## src/rtl/ee457_pipe_pkg.sv

```systemverilog
// Shared encodings and the packed control bundle for the EE457 pipeline registers.
// Pure declarations; no latency or backpressure of its own.
// The bubble constant is the control value that makes an instruction architecturally inert.
package ee457_pipe_pkg;

    localparam logic [1:0] ALUOP_ADD   = 2'b00;
    localparam logic [1:0] ALUOP_SUB   = 2'b01;
    localparam logic [1:0] ALUOP_RTYPE = 2'b10;

    localparam logic [4:0] REG_ZERO = 5'd0;

    localparam int CTRL_W = 9;

    typedef struct packed {
        logic       regwrite;
        logic       memtoreg;
        logic       memread;
        logic       memwrite;
        logic       branch;
        logic       alusrc;
        logic       regdst;
        logic [1:0] aluop;
    } ctrl_t;

    typedef struct packed {
        logic [4:0] rs;
        logic [4:0] rt;
        logic [4:0] rd;
    } spec_t;

    localparam ctrl_t CTRL_BUBBLE = '0;

    // Destination register selection shared by any stage that needs a write address.
    function automatic logic [4:0] dest_reg(input logic regdst, input spec_t s);
        return regdst ? s.rd : s.rt;
    endfunction

endpackage

```

## src/rtl/ee457_sat_counter.sv

```systemverilog
// Saturating event counter: counts edges with inc=1, sticks at all-ones.
// Latency: count updates on the edge that samples inc.
// Backpressure: none; inc is ignored once saturated.
module ee457_sat_counter #(
    parameter int CNT_W = 16
) (
    input  logic             clk,
    input  logic             rst,
    input  logic             inc,
    output logic [CNT_W-1:0] count
);

    logic at_max;

    assign at_max = (count == {CNT_W{1'b1}});

    always_ff @(posedge clk or posedge rst) begin
        if (rst) begin
            count <= '0;
        end else if (inc && !at_max) begin
            count <= count + 1'b1;
        end
    end

endmodule

```

## src/rtl/ee457_id_ex_reg.sv

```systemverilog
// ID/EX pipeline register; stall or flush turns the instruction entering EX into a bubble.
// Latency: one cycle, ID fields visible at EX after the capturing edge.
// Backpressure: never holds; stall/flush only zero valid and controls, the stage always advances.
module ee457_id_ex_reg
    import ee457_pipe_pkg::*;
#(
    parameter int DATA_W = 32,
    parameter int CNT_W  = 16
) (
    input  logic              clk,
    input  logic              rst,
    input  logic              stall,
    input  logic              flush,
    input  logic              id_valid,
    input  logic              id_regwrite,
    input  logic              id_memtoreg,
    input  logic              id_memread,
    input  logic              id_memwrite,
    input  logic              id_branch,
    input  logic              id_alusrc,
    input  logic              id_regdst,
    input  logic [1:0]        id_aluop,
    input  logic [DATA_W-1:0] id_pc4,
    input  logic [DATA_W-1:0] id_rs_data,
    input  logic [DATA_W-1:0] id_rt_data,
    input  logic [DATA_W-1:0] id_imm,
    input  logic [4:0]        id_rs,
    input  logic [4:0]        id_rt,
    input  logic [4:0]        id_rd,
    output logic              ex_valid,
    output logic              ex_regwrite,
    output logic              ex_memtoreg,
    output logic              ex_memread,
    output logic              ex_memwrite,
    output logic              ex_branch,
    output logic              ex_alusrc,
    output logic              ex_regdst,
    output logic [1:0]        ex_aluop,
    output logic [DATA_W-1:0] ex_pc4,
    output logic [DATA_W-1:0] ex_rs_data,
    output logic [DATA_W-1:0] ex_rt_data,
    output logic [DATA_W-1:0] ex_imm,
    output logic [4:0]        ex_rs,
    output logic [4:0]        ex_rt,
    output logic [4:0]        ex_rd,
    output logic [4:0]        ex_wa,
    output logic              ex_lw,
    output logic [CNT_W-1:0]  bubble_cnt,
    output logic [CNT_W-1:0]  flush_cnt
);

    ctrl_t id_ctrl;
    ctrl_t ex_ctrl;
    spec_t id_spec;
    spec_t ex_spec;
    logic  bubble;
    logic  stall_only;

    assign id_ctrl = '{
        regwrite: id_regwrite,
        memtoreg: id_memtoreg,
        memread:  id_memread,
        memwrite: id_memwrite,
        branch:   id_branch,
        alusrc:   id_alusrc,
        regdst:   id_regdst,
        aluop:    id_aluop
    };

    assign id_spec = '{rs: id_rs, rt: id_rt, rd: id_rd};

    assign bubble     = stall | flush;
    // Flush wins the accounting when both arrive together: one bubble, counted once.
    assign stall_only = stall & ~flush;

    always_ff @(posedge clk or posedge rst) begin
        if (rst) begin
            ex_valid <= 1'b0;
            ex_ctrl  <= CTRL_BUBBLE;
        end else if (bubble) begin
            ex_valid <= 1'b0;
            ex_ctrl  <= CTRL_BUBBLE;
        end else begin
            ex_valid <= id_valid;
            ex_ctrl  <= id_ctrl;
        end
    end

    // Operands flow through even on a bubble; with valid and controls cleared they are inert.
    always_ff @(posedge clk or posedge rst) begin
        if (rst) begin
            ex_pc4     <= '0;
            ex_rs_data <= '0;
            ex_rt_data <= '0;
            ex_imm     <= '0;
            ex_spec    <= '0;
        end else begin
            ex_pc4     <= id_pc4;
            ex_rs_data <= id_rs_data;
            ex_rt_data <= id_rt_data;
            ex_imm     <= id_imm;
            ex_spec    <= id_spec;
        end
    end

    assign ex_regwrite = ex_ctrl.regwrite;
    assign ex_memtoreg = ex_ctrl.memtoreg;
    assign ex_memread  = ex_ctrl.memread;
    assign ex_memwrite = ex_ctrl.memwrite;
    assign ex_branch   = ex_ctrl.branch;
    assign ex_alusrc   = ex_ctrl.alusrc;
    assign ex_regdst   = ex_ctrl.regdst;
    assign ex_aluop    = ex_ctrl.aluop;
    assign ex_rs       = ex_spec.rs;
    assign ex_rt       = ex_spec.rt;
    assign ex_rd       = ex_spec.rd;

    // A load into $0 writes nothing, so it must not trigger a load-use stall.
    assign ex_wa = dest_reg(ex_ctrl.regdst, ex_spec);
    assign ex_lw = ex_valid & ex_ctrl.memread & (ex_wa != REG_ZERO);

    ee457_sat_counter #(.CNT_W(CNT_W)) u_bubble_cnt (
        .clk   (clk),
        .rst   (rst),
        .inc   (stall_only),
        .count (bubble_cnt)
    );

    ee457_sat_counter #(.CNT_W(CNT_W)) u_flush_cnt (
        .clk   (clk),
        .rst   (rst),
        .inc   (flush),
        .count (flush_cnt)
    );

endmodule
```

## config.mk

```make
export PLATFORM = sky130hd
export DESIGN_NAME = ee457_id_ex_reg
export DESIGN_NICKNAME = d
export VERILOG_FILES = /design/src/rtl/ee457_pipe_pkg.sv /design/src/rtl/ee457_sat_counter.sv /design/src/rtl/ee457_id_ex_reg.sv
export SDC_FILE = /design/constraint.sdc
export NUM_CORES = 1
export LEC_CHECK = 0
export BUFFER_PORTS_ARGS = -buffer_cell sky130_fd_sc_hd__buf_2
export CORE_ASPECT_RATIO = 1.4
export CORE_MARGIN = 4
export CORE_UTILIZATION = 25
export DETAILED_ROUTE_END_ITERATION = 12
export SYNTH_ARGS = -nofsm -noshare
export SYNTH_HDL_FRONTEND = slang
export SYNTH_SLANG_ARGS = --single-unit
export TNS_END_PERCENT = 10
```

## constraint.sdc

```tcl
create_clock -name clk -period 8.8 [get_ports clk]
set_input_delay 0.44 -clock clk [delete_from_list [all_inputs] [get_ports clk]]
set_output_delay 0.44 -clock clk [all_outputs]
set_load 0.02 [all_outputs]
```

# After elaboration in Yosys (flattened, before gate mapping)
# Index checks and enable logic that the tools add are counted.
# totals
reg_bits,185
inputBits,157
output_inout_bits,191
# classes
addsub,2
n_eq_ne,2
mux,3
bitwise,5
reduce_logical,5
# ops
op,count
"adder 16 x 1 -> 16 bit, second input constant",2
"== test 16 bit, second input constant",2
2-to-1 mux 9 bit,1
2-to-1 mux 5 bit,1
nonzero test 5 bit,1
bitwise AND 1 bit,3
logical AND 1 bit,2
logical NOT 1 bit,2
2-to-1 mux 1 bit,1
NOT 1 bit,1
OR 1 bit,1

# Logic depth before layout (Yosys ltp)
# depth
ltp_word,3
ltp_mapped,5

# Modules after synthesis
# From an unflattened synthesis, not the netlist that was laid out.
# hier_totals
hier_cells,325
area_unflattened_um2,5579.1
# by_module_without_submodules
module,n_inst,cells_each,area_each_um2
ee457_id_ex_reg,1,173,3985.1
ee457_sat_counter,2,76,797.0

# Worst setup path after synthesis
# No wires, ideal clock.
# synth_path
kind,reg2out
startpoint,reg ex_ctrl (netlist bit ex_regdst)
endpoint,out ex_lw
arrival_time_ps,1688
slack_ps,6672
path_stages_with_launch,4
path_cell_list,dfrtp_1 > mux2_2 > or3_1 > o311a_1
# synth_via
elab_chain_cells,3
# synth_rtl
item,line,text
start: declaration,ee457_id_ex_reg.sv:53,ctrl_t ex_ctrl;
start signal: assignment,ee457_id_ex_reg.sv:85,ex_ctrl <= id_ctrl;
2-to-1 mux 5 bit,ee457_pipe_pkg.sv:35,return regdst ? s.rd : s.rt;
via ex_wa[3],ee457_id_ex_reg.sv:46,"output logic [4:0] ex_wa,"
nonzero test 5 bit,ee457_id_ex_reg.sv:120,assign ex_lw = ex_valid & ex_ctrl.memread & (ex_wa != REG_ZERO);
bitwise AND 1 bit,ee457_id_ex_reg.sv:120,
end: declaration,ee457_id_ex_reg.sv:47,"output logic ex_lw,"
# The timed path passes the listed nets, and every way through them passes these cells.

# Final worst setup path
# layout_path
startpoint,reg ex_ctrl (netlist bit ex_regdst)
endpoint,out ex_lw
# layout_via
elab_chain_cells,3
# layout_rtl
item,line
2-to-1 mux 5 bit,ee457_pipe_pkg.sv:35
nonzero test 5 bit,ee457_id_ex_reg.sv:120
bitwise AND 1 bit,ee457_id_ex_reg.sv:120
# Every way passes these cells.

==> run summary <==
==========================================================================================
Run status .................................................................. finished clean
Min-delay worst type ........................................................ input pin to register
Starting density of the core ................................................        0.255
Critical-path top delay cell ................................................ sky130_fd_sc_hd__dfrtp_1
Cell types with the largest area share after synthesis ...................... sky130_fd_sc_hd__dfrtp_1, sky130_fd_sc_hd__xor2_1, sky130_fd_sc_hd__xnor2_1, sky130_fd_sc_hd__and2_1, sky130_fd_sc_hd__mux2_2
Clock Sinks .................................................................          185
Net switching power figure ..................................................     0.560 mW
GP Congestion ...............................................................        0.849
Share of cells above drive strength 1 .......................................        0.561
Count of warnings emitted by yosys ..........................................            0
GRT Resource Usage Total ....................................................        0.132
Residual DRC ................................................................            0
Post-CTS Setup Bufs .........................................................            0
Data required time at the worst endpoint ....................................      8.36 ns
Via density .................................................................         3.92
CP Capture Type ............................................................. primary output
Synthesized flop and latch total ............................................          185
Ys flop type ................................................................ sky130_fd_sc_hd__dfrtp_1
Die X-Extent ................................................................       134 µm
First-pass GRT wire length ..................................................    24,400 µm
Worst setup timing slack at the placement stage .............................      6.61 ns
Count of buffering cells on the critical path with inverters included .......            1
EDFF count, synth ...........................................................            0
Buffer type at the clock tree root .......................................... sky130_fd_sc_hd__clkbuf_16
Setup repair after global routing missed its margin .........................        false
CTS H-Tree Depth ............................................................            4
Leading post-synthesis cells by instance count .............................. sky130_fd_sc_hd__dfrtp_1, sky130_fd_sc_hd__nand2_1, sky130_fd_sc_hd__nor2_1
Switching share of power ....................................................        0.278
Internal power summed over all cells ........................................      1.45 mW
Critical path launch point type .............................................     register
Total nets after synthesis ..................................................          482
Setup clock skew after layout ...............................................   0.00425 ns
Fraction of synthesized cell area taken by the top area cell type ...........        0.831
Combinational group share of total power ....................................        0.137
Peak ir drop on the vdd network .............................................     0.115 mV
Number of top-level pins ....................................................          348
Vias after detailed routing .................................................        3,921
Compound-cell area share of the yosys netlist ...............................       0.0128
Crit path kind .............................................................. register to primary output
Slew margin rel. ............................................................        0.380
Initial antenna violation count .............................................            8
Area growth syn-to-layout ...................................................        48.9%
Most frequent cell after synthesis .......................................... sky130_fd_sc_hd__dfrtp_1
Clock insertion delay at the later pin of the skew report ...................      0.43 ns
Sequential Power Share ......................................................        0.479
Cell count after synthesis ..................................................          323
Sequential area share after synthesis .......................................        0.831
Number of violations reported at the end of detailed-routing iteration 0 ....           90
Worst-Margin Slew ...........................................................     0.930 ns
Dpl cells ...................................................................          967
Proportion of synthesized area in mux cells .................................       0.0175
Total standard cell area after synthesis ....................................     5570 µm²
Post-Route WL ...............................................................    16,600 µm
Static leakage ..............................................................      4.33 nW
Period minus WS final .......................................................      2.49 ns
Number of maximum-capacitance constraint violations .........................            0
Number of distinct library cells after synthesis ............................           32
Chain of cells forming the critical path .................................... mux2_2, or3_1, o311a_1, buf_2
Mean post-synth cell area ...................................................     17.2 µm²
Share of synthesized cell area in full adder, half adder and majority cells .      0.00449
Die area ....................................................................   24,800 µm²
Minimum setup slack in the final design .....................................      6.31 ns
Setup Total Neg Slack .......................................................         0 ns
Arrival time at the worst endpoint ..........................................      2.05 ns
Number of instances resized during post-cts repair ..........................            0
Post-synth ARST share .......................................................         1.00
Post-cts hold buffer count ..................................................            0
Half-perimeter wire length after detailed placement .........................    13,100 µm
Clk pin slew, worst setup/hold paths ........................................      0.07 ns
Via count of the first global-routing pass ..................................        4,144
Crit path max fanout ........................................................            6
Largest incremental delay on the critical path ..............................      0.47 ns
Endpoints failing hold ......................................................            0
Largest family of logic cells by synthesized area ........................... simple AND/OR/NAND/NOR gates
Max Clk Rate ................................................................      401 MHz
1st-pass router iterations ..................................................            4
Synthesized-area fraction occupied by xor and xnor cells ....................       0.0378
Total power density per cell area ...........................................   243 nW/µm²
Std-Cell Rows ...............................................................           64
Net count reported at finish ................................................          848
Post-detailed-route count of antenna-violating nets .........................            0
Cell taking the most area after synthesis ................................... sky130_fd_sc_hd__dfrtp_1
Final worst-path cycle share ................................................        0.283
Number of failing setup endpoints in the final timing report ................            0
Vert. Die Dim ...............................................................       185 µm
Count of port buffers added during placement ................................          347
Clock Power Share ...........................................................        0.384
Share of synthesized cell area in and, or, nand and nor gates ...............       0.0937
Detail-routed net length per standard cell ..................................      16.6 µm
Top delay family on crit path ...............................................   flip-flops
Final instance count without filler cells ...................................        1,001
Final-report max-slew violation count .......................................            0
Remaining global-route overflow .............................................            0
Clock tree from TritonCTS ...................................................         done
TritonCTS buffer count ......................................................           17
Core Box Area ...............................................................   21,900 µm²
Maximum number of pins on one net before global-route repair ................          108
Clk buf depth ...............................................................            2
==========================================================================================
==> worst reg2reg max path, delay by kind of cell, from the launching register on <==
family	cells	cell delay, ns
adders and majority gates	1	0.23
DFF	1	0.41
muxes	1	0.34
and+or+nand+nor	3	0.76
==> layer usage <==
metal | global-route usage | vias to the layer above | wire length (µm)
met5 | 0 | - | 69
met4 | 0.0489 | 12 | 257
met3 | 0.0677 | 29 | 1840
met2 | 0.221 | 191 | 8290
met1 | 0.143 | 1863 | 6120
li1 | - | 1826 | -
==> path summary, 6_finish.rpt <==
check | startpoint | endpoint | slack (ns) | cells past startpoint
worst max-delay path | ex_regdst | ex_lw | 6.31 | 4
worst min-delay path | id_imm[25] | ex_imm[25] | 0.11 | 1
worst max register to register | u_flush_cnt.count[0] | u_flush_cnt.count[1] | 6.95 | 5
worst min register to register | u_bubble_cnt.count[5] | u_bubble_cnt.count[5] | 0.51 | 1
max in group asynchronous | rst | ex_rt_data[25] | 7.16 | 3
min in group asynchronous | rst | ex_rs_data[5] | 0.15 | 2
==> area by class of cell <==
type | instances | area (µm²)
Timing Repair Buffer | 348 | 1740
Inverter | 2 | 15.0
Tap cell | 297 | 372
Multi-Input combinational cell | 135 | 926
Clock buffer | 18 | 439
Fill cell | 2175 | 13600
Clock inverter | 14 | 160
Antenna cell | 2 | 5.00
Sequential cell | 185 | 4630
==> power groups by stage <==
stage	registers [mW]	clock network [mW]	logic (mW)
finish	0.964	0.773	0.276
global route	0.973	0.843	0.302
CTS	0.965	0.804	0.283
detailed placement	0.980	0	0.282
global placement	0.979	0	0.280
floorplan	1.06	0	0.0707
==> state kept, by name, summed over array words and instances (netlist names) <==
name                flops
u_bubble_cnt.count     16
ex_rt                   5
ex_alusrc               1
ex_aluop                2
ex_memread              1
ex_branch               1
ex_valid                1
ex_regwrite             1
ex_imm                 32
ex_rt_data             32
ex_rs_data             32
u_flush_cnt.count      16
ex_rd                   5
ex_regdst               1
ex_rs                   5
ex_memtoreg             1
ex_pc4                 32
ex_memwrite             1
==> placed cells by master (no fill, tap or decap), types with 2 or more instances in the layout <==
master	Yosys	routed
sky130_fd_sc_hd__nor3_1	6	6
sky130_fd_sc_hd__nand4_1	10	10
sky130_fd_sc_hd__nor2b_1	2	2
sky130_fd_sc_hd__xor2_1	13	13
sky130_fd_sc_hd__xnor2_1	11	11
sky130_fd_sc_hd__nand2_1	17	17
sky130_fd_sc_hd__mux2_2	6	6
sky130_fd_sc_hd__ha_1	2	2
sky130_fd_sc_hd__clkbuf_16	0	17
sky130_fd_sc_hd__and4_1	4	4
sky130_fd_sc_hd__bufinv_16	0	2
sky130_fd_sc_hd__inv_8	0	3
sky130_fd_sc_hd__mux2_4	2	2
sky130_fd_sc_hd__nand3_1	9	9
sky130_fd_sc_hd__and2_1	11	11
sky130_fd_sc_hd__diode_2	0	2
sky130_fd_sc_hd__clkinv_2	0	2
sky130_fd_sc_hd__inv_6	0	5
sky130_fd_sc_hd__nor2_1	14	14
sky130_fd_sc_hd__clkinvlp_4	0	2
sky130_fd_sc_hd__and3_1	6	6
sky130_fd_sc_hd__a21oi_1	5	5
sky130_fd_sc_hd__o2111ai_1	2	2
sky130_fd_sc_hd__buf_2	1	347
sky130_fd_sc_hd__nand4_2	2	2
sky130_fd_sc_hd__dfrtp_1	185	185
sky130_fd_sc_hd__nor3b_1	2	2
==> stage by stage <==
stage / total power, mW / hold WS [ns] / area [µm²] / utilization
5_1_grt: 2.12 / 0.0801 / 8290 / 0.379
6_report: 2.01 / 0.114 / 8290 / 0.379
3_5_place_dp: 1.26 / 0.502 / 7690 / 0.352
2_1_floorplan: 1.13 / 0.471 / 5570 / -
3_3_place_gp: 1.26 / 0.496 / 7690 / 0.352
4_1_cts: 2.05 / 0.0838 / 8290 / 0.379
==> logic make-up (layout without fill, tap and decap cells) <==
family | Yosys count | in the layout
other cells | 0 | 2
simple gates | 90 | 90
mux | 8 | 8
fa+ha+maj | 2 | 2
buf+inv | 3 | 382
flops | 185 | 185
compound gates | 11 | 11
xor+xnor | 24 | 24
Power figures use the tool's default switching activity.
